===== config.mk =====
export PLATFORM = sky130hd
export DESIGN_NAME = ps2_key_decoder_flat
export DESIGN_NICKNAME = d
export VERILOG_FILES = /design/src/rtl/ps2_key_decoder_pkg.sv /design/src/rtl/ps2_key_decoder_if.sv /design/src/rtl/ps2_key_decoder_frame_rx.sv /design/src/rtl/ps2_key_decoder.sv /design/src/flat_wrapper.sv
export SDC_FILE = /design/constraint.sdc
export NUM_CORES = 1
export LEC_CHECK = 0
export BUFFER_PORTS_ARGS = -buffer_cell sky130_fd_sc_hd__buf_2
export CORE_UTILIZATION = 54
export CTS_CLUSTER_DIAMETER = 60
export DETAILED_ROUTE_END_ITERATION = 16
export PLACE_DENSITY = 0.87
export SYNTH_ARGS = -nofsm -noshare
export SYNTH_HDL_FRONTEND = slang
export SYNTH_SLANG_ARGS = --single-unit

===== constraint.sdc =====
create_clock -name clock -period 2.1 [get_ports clock]
set_input_delay 0.21 -clock clock [delete_from_list [all_inputs] [get_ports clock]]
set_output_delay 0.21 -clock clock [all_outputs]
set_load 0.05 [all_outputs]

===== src/rtl/ps2_key_decoder_pkg.sv =====
// Shared constants and frame FSM encoding for the PS/2 key decoder.
package ps2_key_decoder_pkg;

    localparam logic [7:0] PS2_BREAK = 8'hF0;
    localparam logic [7:0] PS2_EXT   = 8'hE0;

    typedef enum logic [1:0] {
        IDLE,
        DATA,
        PARITY,
        STOP
    } frame_state_t;

endpackage


===== src/rtl/ps2_key_decoder_if.sv =====
// PS/2 pin pair plus the decoded display/debug outputs.
interface ps2_key_decoder_if;

    logic       ps2_clk;
    logic       ps2_dat;
    logic       letter;
    logic       display;
    logic [7:0] scan_code;
    logic       byte_valid;
    logic       frame_err;

    modport master (
        output ps2_clk,
        output ps2_dat,
        input  letter,
        input  display,
        input  scan_code,
        input  byte_valid,
        input  frame_err
    );

    modport slave (
        input  ps2_clk,
        input  ps2_dat,
        output letter,
        output display,
        output scan_code,
        output byte_valid,
        output frame_err
    );

endinterface


===== src/rtl/ps2_key_decoder_frame_rx.sv =====
// PS/2 frame receiver: synchroniser, falling-edge detect, frame FSM.
module ps2_frame_rx
    import ps2_key_decoder_pkg::*;
#(
    parameter int unsigned TIMEOUT_CYCLES = 50000
) (
    input  logic       clock,
    input  logic       reset,
    input  logic       ps2_clk,
    input  logic       ps2_dat,
    output logic [7:0] scan_code,
    output logic       byte_valid,
    output logic       frame_err,
    output logic       rx_good,
    output logic       rx_err,
    output logic [7:0] rx_data
);

    localparam int TW = $clog2(TIMEOUT_CYCLES);
    localparam logic [TW-1:0] T_MAX = TW'(TIMEOUT_CYCLES - 1);

    logic [1:0]    clk_sync;
    logic [1:0]    dat_sync;
    logic          clk_prev;
    logic          fall;
    logic          dat;

    frame_state_t  state_q;
    frame_state_t  state_d;
    logic [7:0]    shreg_q;
    logic [2:0]    bit_cnt_q;
    logic          par_q;
    logic [TW-1:0] timer_q;

    logic          start;
    logic          shift;
    logic          cap_par;
    logic          done;
    logic          timeout;

    // Sync flops idle high so reset never fakes a falling edge.
    always_ff @(posedge clock or posedge reset) begin
        if (reset) begin
            clk_sync <= 2'b11;
            dat_sync <= 2'b11;
            clk_prev <= 1'b1;
        end else begin
            clk_sync <= {clk_sync[0], ps2_clk};
            dat_sync <= {dat_sync[0], ps2_dat};
            clk_prev <= clk_sync[1];
        end
    end

    assign fall = clk_prev & ~clk_sync[1];
    assign dat  = dat_sync[1];

    assign timeout = (state_q != IDLE) && !fall
                   && (timer_q == T_MAX);

    always_comb begin
        state_d = state_q;
        start   = 1'b0;
        shift   = 1'b0;
        cap_par = 1'b0;
        done    = 1'b0;
        if (timeout) begin
            state_d = IDLE;
        end else if (fall) begin
            unique case (state_q)
                IDLE: begin
                    if (!dat) begin
                        start   = 1'b1;
                        state_d = DATA;
                    end
                end
                DATA: begin
                    shift = 1'b1;
                    if (bit_cnt_q == 3'd7)
                        state_d = PARITY;
                end
                PARITY: begin
                    cap_par = 1'b1;
                    state_d = STOP;
                end
                STOP: begin
                    done    = 1'b1;
                    state_d = IDLE;
                end
                default: state_d = IDLE;
            endcase
        end
    end

    assign rx_data = shreg_q;
    assign rx_good = done & dat & (^{shreg_q, par_q});
    assign rx_err  = done & ~rx_good;

    always_ff @(posedge clock or posedge reset) begin
        if (reset) begin
            state_q    <= IDLE;
            shreg_q    <= 8'h00;
            bit_cnt_q  <= 3'd0;
            par_q      <= 1'b0;
            timer_q    <= '0;
            scan_code  <= 8'h00;
            byte_valid <= 1'b0;
            frame_err  <= 1'b0;
        end else begin
            state_q    <= state_d;
            byte_valid <= rx_good;
            frame_err  <= rx_err;
            if (fall || state_q == IDLE)
                timer_q <= '0;
            else
                timer_q <= timer_q + 1'b1;
            if (start)
                bit_cnt_q <= 3'd0;
            if (shift) begin
                shreg_q   <= {dat, shreg_q[7:1]};
                bit_cnt_q <= bit_cnt_q + 3'd1;
            end
            if (cap_par)
                par_q <= dat;
            if (rx_good)
                scan_code <= shreg_q;
        end
    end

endmodule


===== src/rtl/ps2_key_decoder.sv =====
// Decodes PS/2 scan codes into the letter/display pair for two keys.
module ps2_key_decoder
    import ps2_key_decoder_pkg::*;
#(
    parameter int unsigned TIMEOUT_CYCLES = 50000,
    parameter logic [7:0]  KEY0_CODE      = 8'h23,
    parameter logic [7:0]  KEY1_CODE      = 8'h4B
) (
    input  logic        clock,
    input  logic        reset,
    ps2_key_decoder_if.slave bus
);

    logic       rx_good;
    logic       rx_err;
    logic [7:0] rx_data;

    logic held0_q, held0_d;
    logic held1_q, held1_d;
    logic brk_q, brk_d;
    logic ext_q, ext_d;
    logic letter_q, letter_d;
    logic display_q;

    ps2_frame_rx #(
        .TIMEOUT_CYCLES(TIMEOUT_CYCLES)
    ) u_rx (
        .clock      (clock),
        .reset      (reset),
        .ps2_clk    (bus.ps2_clk),
        .ps2_dat    (bus.ps2_dat),
        .scan_code  (bus.scan_code),
        .byte_valid (bus.byte_valid),
        .frame_err  (bus.frame_err),
        .rx_good    (rx_good),
        .rx_err     (rx_err),
        .rx_data    (rx_data)
    );

    // Acts on the unregistered byte so outputs move with byte_valid.
    always_comb begin
        held0_d  = held0_q;
        held1_d  = held1_q;
        brk_d    = brk_q;
        ext_d    = ext_q;
        letter_d = letter_q;
        if (rx_err) begin
            brk_d = 1'b0;
            ext_d = 1'b0;
        end else if (rx_good) begin
            unique case (1'b1)
                (rx_data == PS2_EXT):   ext_d = 1'b1;
                (rx_data == PS2_BREAK): brk_d = 1'b1;
                default: begin
                    brk_d = 1'b0;
                    ext_d = 1'b0;
                    if (!ext_q && !brk_q) begin
                        if (rx_data == KEY0_CODE && !held0_q) begin
                            held0_d  = 1'b1;
                            letter_d = 1'b0;
                        end
                        if (rx_data == KEY1_CODE && !held1_q) begin
                            held1_d  = 1'b1;
                            letter_d = 1'b1;
                        end
                    end else if (!ext_q) begin
                        if (rx_data == KEY0_CODE && held0_q) begin
                            held0_d = 1'b0;
                            if (held1_q)
                                letter_d = 1'b1;
                        end
                        if (rx_data == KEY1_CODE && held1_q) begin
                            held1_d = 1'b0;
                            if (held0_q)
                                letter_d = 1'b0;
                        end
                    end
                end
            endcase
        end
    end

    always_ff @(posedge clock or posedge reset) begin
        if (reset) begin
            held0_q   <= 1'b0;
            held1_q   <= 1'b0;
            brk_q     <= 1'b0;
            ext_q     <= 1'b0;
            letter_q  <= 1'b0;
            display_q <= 1'b0;
        end else begin
            held0_q   <= held0_d;
            held1_q   <= held1_d;
            brk_q     <= brk_d;
            ext_q     <= ext_d;
            letter_q  <= letter_d;
            display_q <= held0_d | held1_d;
        end
    end

    assign bus.letter  = letter_q;
    assign bus.display = display_q;

endmodule


===== src/flat_wrapper.sv =====
// flat-port wrapper written by rule: the top's interface ports become plain ports
module ps2_key_decoder_flat import ps2_key_decoder_pkg::*;
#(
    parameter int unsigned TIMEOUT_CYCLES = 50000,
    parameter logic [7:0]  KEY0_CODE      = 8'h23,
    parameter logic [7:0]  KEY1_CODE      = 8'h4B
)
  (clock, reset, bus_ps2_clk, bus_ps2_dat, bus_letter, bus_display, bus_scan_code, bus_byte_valid, bus_frame_err);
  ps2_key_decoder_if bus_i ();
  input  logic clock;
  input  logic reset;
  input wire logic [$bits(bus_i.ps2_clk)-1:0] bus_ps2_clk;
  input wire logic [$bits(bus_i.ps2_dat)-1:0] bus_ps2_dat;
  output wire logic [$bits(bus_i.letter)-1:0] bus_letter;
  output wire logic [$bits(bus_i.display)-1:0] bus_display;
  output wire logic [$bits(bus_i.scan_code)-1:0] bus_scan_code;
  output wire logic [$bits(bus_i.byte_valid)-1:0] bus_byte_valid;
  output wire logic [$bits(bus_i.frame_err)-1:0] bus_frame_err;
  assign bus_i.ps2_clk = bus_ps2_clk;
  assign bus_i.ps2_dat = bus_ps2_dat;
  assign bus_letter = bus_i.letter;
  assign bus_display = bus_i.display;
  assign bus_scan_code = bus_i.scan_code;
  assign bus_byte_valid = bus_i.byte_valid;
  assign bus_frame_err = bus_i.frame_err;
  ps2_key_decoder #(.TIMEOUT_CYCLES(TIMEOUT_CYCLES), .KEY0_CODE(KEY0_CODE), .KEY1_CODE(KEY1_CODE)) u_core (.clock(clock), .reset(reset), .bus(bus_i));
endmodule

# Word level (Yosys, flattened, before mapping)
# Index checks and enable logic that the tools add are counted.
[classes]
div_mod_pow = 0
bitwise_logic = 9
n_eq_ne = 15
shifts = 0
muxes = 49
mul = 0
magnitude_cmp = 0
addsub = 2
n_reduce_logical = 24
[op_table]
columns = ["op", "count"]
rows = [
  ["$mux W1", 39],
  ["$add A16 B1 Y16 const B", 1],
  ["$eq A16 B16 Y1 const B", 1],
  ["$eq A8 B8 Y1 const B", 2],
  ["$mux W16", 1],
  ["$ne A3 B3 Y1 const B", 3],
  ["$reduce_xor A9 Y1", 1],
  ["$eq A8 B6 Y1 const B", 1],
  ["$eq A8 B7 Y1 const B", 1],
  ["$mux W2", 4],
  ["$pmux W2 S4", 1],
  ["$reduce_bool A2 Y1", 4],
  ["$logic_and A1 B1 Y1", 7],
  ["$mux W3", 2],
  ["$ne A2 B2 Y1 const B", 3],
  ["$logic_not A1 Y1", 5],
  ["$reduce_and A5 Y1", 1],
  ["$and A1 B1 Y1", 4],
  ["$eq A2 B2 Y1 const B", 2],
  ["$not A1 Y1", 4],
  ["$pmux W1 S2", 2],
  ["$reduce_and A2 Y1", 2],
  ["$add A3 B1 Y3 const B", 1],
  ["$eq A3 B3 Y1 const B", 1],
  ["other kinds (6)", 6],
]
[totals]
elab_cells = 116
mem_bits_rw = 0
rom_bits = 0
input_bits = 4
latchBits = 0
memories = 0
register_bits = 51

# Logic depth before layout (Yosys ltp)
[logic_depth]
ltp_word = 12
ltp_mapped = 7
mapped_depth_nobuf = 7

# Cells and area by module
# From an unflattened synthesis, not the netlist that was laid out.
[unflattened]
hier_cells = 215
area_unflattened_um2 = 2418.6
[by_module_without_submodules]
columns = ["mod", "area_each_um2", "n_inst", "seq_area_each_um2", "cells_each"]
rows = [
  ["ps2_frame_rx", 2005.7, 1, 1132.3, 173],
  ["ps2_key_decoder", 412.9, 1, 150.1, 42],
]

# Worst setup path before layout
# Ideal clock, no wire load.
[synth_path]
path_type = "register -> register"
startpoint = "register u_core.u_rx.shreg_q[3] (netlist: u_core.u_rx.rx_data[3])"
endpoint = "register u_core.letter_q (netlist: u_core.bus.letter)"
n_path_buf = 1
period_less_slack_ns = 2.068
arrival_time_ns = 1.941
slack_ns = 0.032
path_stages_with_launch = 7
t_required_ns = 1.972
setup_time_ns = 0.128
cell_sequence = "dfrtp_1 buf_4 xor2_1 xnor3_2 mux2i_4 nor4_2 mux2_1"
[synth_between]
elab_chain_len = 7
word_cells_on_any_way = 23
cone_classes = "eq/ne (5); mux (6); bitwise (5); reduce/logical (7)"
[synth_lines]
columns = ["element", "line", "text"]
rows = [
  ["start, declared", "ps2_key_decoder_frame_rx.sv:30", "logic [7:0] shreg_q;"],
  ["start signal, assigned", "ps2_key_decoder_frame_rx.sv:119", "shreg_q <= {dat, shreg_q[7:1]};"],
  ["$eq A8 B6 Y1", "ps2_key_decoder.sv:58, ps2_key_decoder.sv:67", ""],
  ["$logic_and A1 B1 Y1", "ps2_key_decoder.sv:67", "if (rx_data == KEY0_CODE && held0_q) begin"],
  ["$mux W1", "ps2_key_decoder.sv:67", ""],
  ["$mux W1", "ps2_key_decoder.sv:74", "if (held0_q)"],
  ["$mux W1", "ps2_key_decoder.sv:72", "if (rx_data == KEY1_CODE && held1_q) begin"],
  ["$mux W1", "ps2_key_decoder.sv:66", "end else if (!ext_q) begin"],
  ["$mux W1", "ps2_key_decoder.sv:57", "if (!ext_q && !brk_q) begin"],
  ["end signal, assigned", "ps2_key_decoder.sv:96", "letter_q <= letter_d;"],
  ["end, declared", "ps2_key_decoder.sv:22", "logic letter_q, letter_d;"],
]
# Parallel ways exist; a longest one is shown, timed or not. The select of a mux whose other input is x is not followed.
# A chain may end at the register's enable or synchronous reset.

# Worst setup path in the final report
[layout_path]
startpoint = "register u_core.u_rx.shreg_q[6] (netlist: u_core.u_rx.rx_data[6])"
endpoint = "register u_core.display_q (netlist: u_core.bus.display)"
[layout_between]
elab_chain_len = 9
word_cells_on_any_way = 28
cone_classes = "eq/ne (4); mux (14); bitwise (4); reduce/logical (6)"
[layout_lines]
columns = ["element", "line", "text"]
rows = [
  ["$eq A8 B6 Y1 or $eq A8 B7 Y1 (tied branches)", "--", ""],
  ["$logic_and A1 B1 Y1, on equally long branches", "ps2_key_decoder.sv:67, ps2_key_decoder.sv:72", ""],
  ["$mux W1, on equally long branches", "ps2_key_decoder.sv:67, ps2_key_decoder.sv:72", ""],
  ["$mux W1", "ps2_key_decoder.sv:66", ""],
  ["$mux W1", "ps2_key_decoder.sv:57", ""],
  ["$mux W1", "ps2_key_decoder.sv:51", "unique case (1'b1)"],
  ["$mux W1", "ps2_key_decoder.sv:50", "end else if (rx_good) begin"],
  ["$mux W1", "ps2_key_decoder.sv:47", "if (rx_err) begin"],
  ["$or A1 B1 Y1 *", "ps2_key_decoder.sv:97", "display_q <= held0_d | held1_d;"],
  ["end signal, assigned", "ps2_key_decoder.sv:97", ""],
  ["end, declared", "ps2_key_decoder.sv:23", "logic display_q;"],
]
# Every way passes the cells marked *; elsewhere a longest branch is shown, timed or not.

==> results.json <==
{
  "timing.reg2reg.setup_slack_ns": 0.06,
  "slew_headroom_pct": 57.7,
  "cts_max_level": 2,
  "cts.sinks": 51,
  "post_cts_buffers": 0,
  "drv_slew": 0,
  "rsz0062_at_grt": "yes",
  "path_clk_slew_ns": 0.09,
  "crit_path_start_kind": "flop",
  "die_x_um": 69.3,
  "yosysWarnings": 0,
  "ant_nets": 0,
  "syn-cell-area_sq_um": 2450,
  "die_h_um": 69.3,
  "clockRootBuffer": "clkbuf_8",
  "ff2ff_path_depth": 6,
  "grt_pass1_wl_um": 7370,
  "synth_area_per_cell_sq_um": 11.5,
  "cp_data_arrival_time_ns": 2.28,
  "max_freq_mhz": 489,
  "vias": 1691,
  "hp-class": "in2async",
  "stdcell_count": 291,
  "final_hold_viol_count": 0,
  "syn_nets": 223,
  "io_pins": 16,
  "cts_buffers": 5,
  "wl_per_cell_um": 15.1,
  "wl_um": 4400,
  "globalplace.congestion": 0.808,
  "finalPower_w": 0.00307,
  "cts_tree": "yes",
  "start_util_pct": 56.2,
  "avgViaCountPerCell": 5.81,
  "fillCellCount": 342,
  "final_common_cell": "dfrtp_1",
  "path_max_fanout": 9,
  "synth_seq_area_share_pct": 52.4,
  "drv_cap": 0,
  "final.setup_skew_ns": 0.00316,
  "leakagePower_nw": 1.28,
  "drive_gt1_share_pct": 28.0,
  "dieArea_sq_um": 4810,
  "tightest_slew_ns": 0.635,
  "dp_hpwl_um": 2990,
  "drtIter0Drc": 60,
  "yosys_register_bits": 51,
  "fin_setup_tns_ns": 0,
  "placed_cells": 281,
  "grt_max_degree": 52,
  "min_period_ns": 2.04,
  "powerDensity_nw_per_um2": 1120,
  "io_buffers": 15,
  "final_nets": 249,
  "r2r_start": "u_core.u_rx.rx_data[6]$_DFFE_PP0P_",
  "fin_util_pct": 63.2,
  "crit_required_ns": 2.34,
  "n_antenna_cell": 0,
  "final_cell_mix": "46 x dfrtp_1, 23 x nor2_1, 17 x mux2_2",
  "r2r_end": "u_core.bus.display$_DFF_PP0_",
  "synth_edf_count": 0,
  "clk_path_buf_depth": 2,
  "gr-total-overflow": 0,
  "async_reset_ff_share_pct": 100,
  "grt_usage_pct": 19.5,
  "crit_path_end_kind": "flop",
  "antenna_found_initial": 0,
  "status": "finished, final reports clean",
  "netlist-cell-type-count": 47,
  "area_growth_pct": 12.4,
  "peakVddDrop_uv": 642,
  "post-route-period-util_pct": 97.3,
  "drc": 0,
  "grt_pass1_vias": 1645,
  "first_pass_iters": 4,
  "synth_ff_type": "dfrtp_1",
  "core_area_sq_um": 4350,
  "clock_latency_ns": 0.31,
  "synth_cells": 212,
  "num_rows": 24,
  "crit_type": "reg2reg",
  "setup_violations": 0
}
==> synthesized netlist by cell type (all sizes together), types with 4 or more instances <==
cell type | count | area (sq um)
o21ai | 8 | 40.0
mux2 | 18 | 203
ha | 7 | 87.6
nand3 | 6 | 30.0
a21oi | 5 | 25.0
dfstp | 5 | 131
xnor2 | 8 | 70.1
clkbuf | 4 | 15.0
xor2 | 8 | 70.1
or2 | 4 | 25.0
nand2 | 9 | 33.8
nor2 | 23 | 86.3
dfrtp | 46 | 1150
inv | 11 | 41.3
==> cell families after synthesis <==
| kind of cell | Yosys count | share of synthesized area (%) |
|---|---|---|
| simple gates | 72 | 16.5 |
| flops | 51 | 52.4 |
| compound gates | 27 | 7.36 |
| mux | 21 | 10.0 |
| xor+xnor | 18 | 7.61 |
| buf+inv | 16 | 2.61 |
| fa+ha+maj | 7 | 3.58 |
==> metal layers <==
metal	global-route usage, %	routed length, um	part of all wire [%]	vias to the layer above
li1	-	-	-	800
met1	26.2	2010	46	828
met2	29.6	2100	48	50
met3	3.63	175	4.0	13
met4	11.3	106	2.4	0
met5	0	0	0	-
==> registers in the layout, summed over array words and instances, names as in the netlist <==
register                cells
u_core.brk_q                1
u_core.bus.display          1
u_core.bus.letter           1
u_core.ext_q                1
u_core.held0_q              1
u_core.held1_q              1
u_core.u_rx.bit_cnt_q       3
u_core.u_rx.byte_valid      1
u_core.u_rx.clk_prev        1
u_core.u_rx.clk_sync        2
u_core.u_rx.dat_sync        2
u_core.u_rx.frame_err       1
u_core.u_rx.par_q           1
u_core.u_rx.rx_data         8
u_core.u_rx.scan_code       8
u_core.u_rx.state_q         2
u_core.u_rx.timer_q        16
==> cell type report <==
| class | instances | area [sq um] | area share, % |
|---|---|---|---|
| repair buffers | 24 | 151 | 5.50 |
| clock buffers | 5 | 68.8 | 2.50 |
| flip-flops and latches | 51 | 1280 | 46.6 |
| multi-input cells | 145 | 1120 | 40.8 |
| clock inverters | 3 | 20.0 | 0.727 |
| inverters | 11 | 41.3 | 1.50 |
| well taps | 52 | 65.1 | 2.36 |
==> worst max-delay path: stages (launching register included) <==
cell       delay [ns]
dfrtp_1          0.51
nand4bb_1        0.17
nor4b_1          0.07
buf_4            0.15
or4_1            0.60
a211o_1          0.32
a31oi_1          0.15
==> where the power goes <==
part	switching [W]	internal, W	leakage [nW]	total (W)
Combinational	0.000642	0.000547	0.558	0.00119
Clock	0.000326	0.000232	0.0402	0.000558
Sequential	0.000181	0.00114	0.679	0.00132
==> worst max-delay path by stage <==
stage | from | endpoint | slack (ns) | depth (start not counted)
after floorplan | u_core.u_rx.rx_data[3]$_DFFE_PP0P_ | u_core.bus.letter$_DFFE_PP0P_ | 0.03 | 6
after global placement | u_core.u_rx.rx_data[3]$_DFFE_PP0P_ | u_core.bus.letter$_DFFE_PP0P_ | 0.15 | 6
after detailed placement | u_core.u_rx.rx_data[3]$_DFFE_PP0P_ | u_core.bus.letter$_DFFE_PP0P_ | 0.11 | 6
after CTS | u_core.u_rx.rx_data[3]$_DFFE_PP0P_ | u_core.bus.letter$_DFFE_PP0P_ | 0.10 | 6
after global routing | u_core.u_rx.rx_data[3]$_DFFE_PP0P_ | u_core.brk_q$_DFFE_PP0P_ | -0.02 | 5
final | u_core.u_rx.rx_data[6]$_DFFE_PP0P_ | u_core.bus.display$_DFF_PP0_ | 0.06 | 6
==> through the flow <==
step / worst slack [ns] / hold WS, ns / instance area [sq um]
after detailed placement: 0.113 / 0.317 / 2620
after global placement: 0.148 / 0.315 / 2620
after global routing: -0.0227 / 0.122 / 2750
after floorplan: 0.0316 / 0.214 / 2450
after CTS: 0.100 / 0.0739 / 2730
final: 0.0563 / 0.0503 / 2750
==> timing repair <==
action                                 in CTS  in global routing
setup endpoints to repair                   0                  2
resized for setup                           0                  7
endpoints found under the hold margin       2                  0
hold buffers                                2                  0
Power figures use the tool's default switching activity.
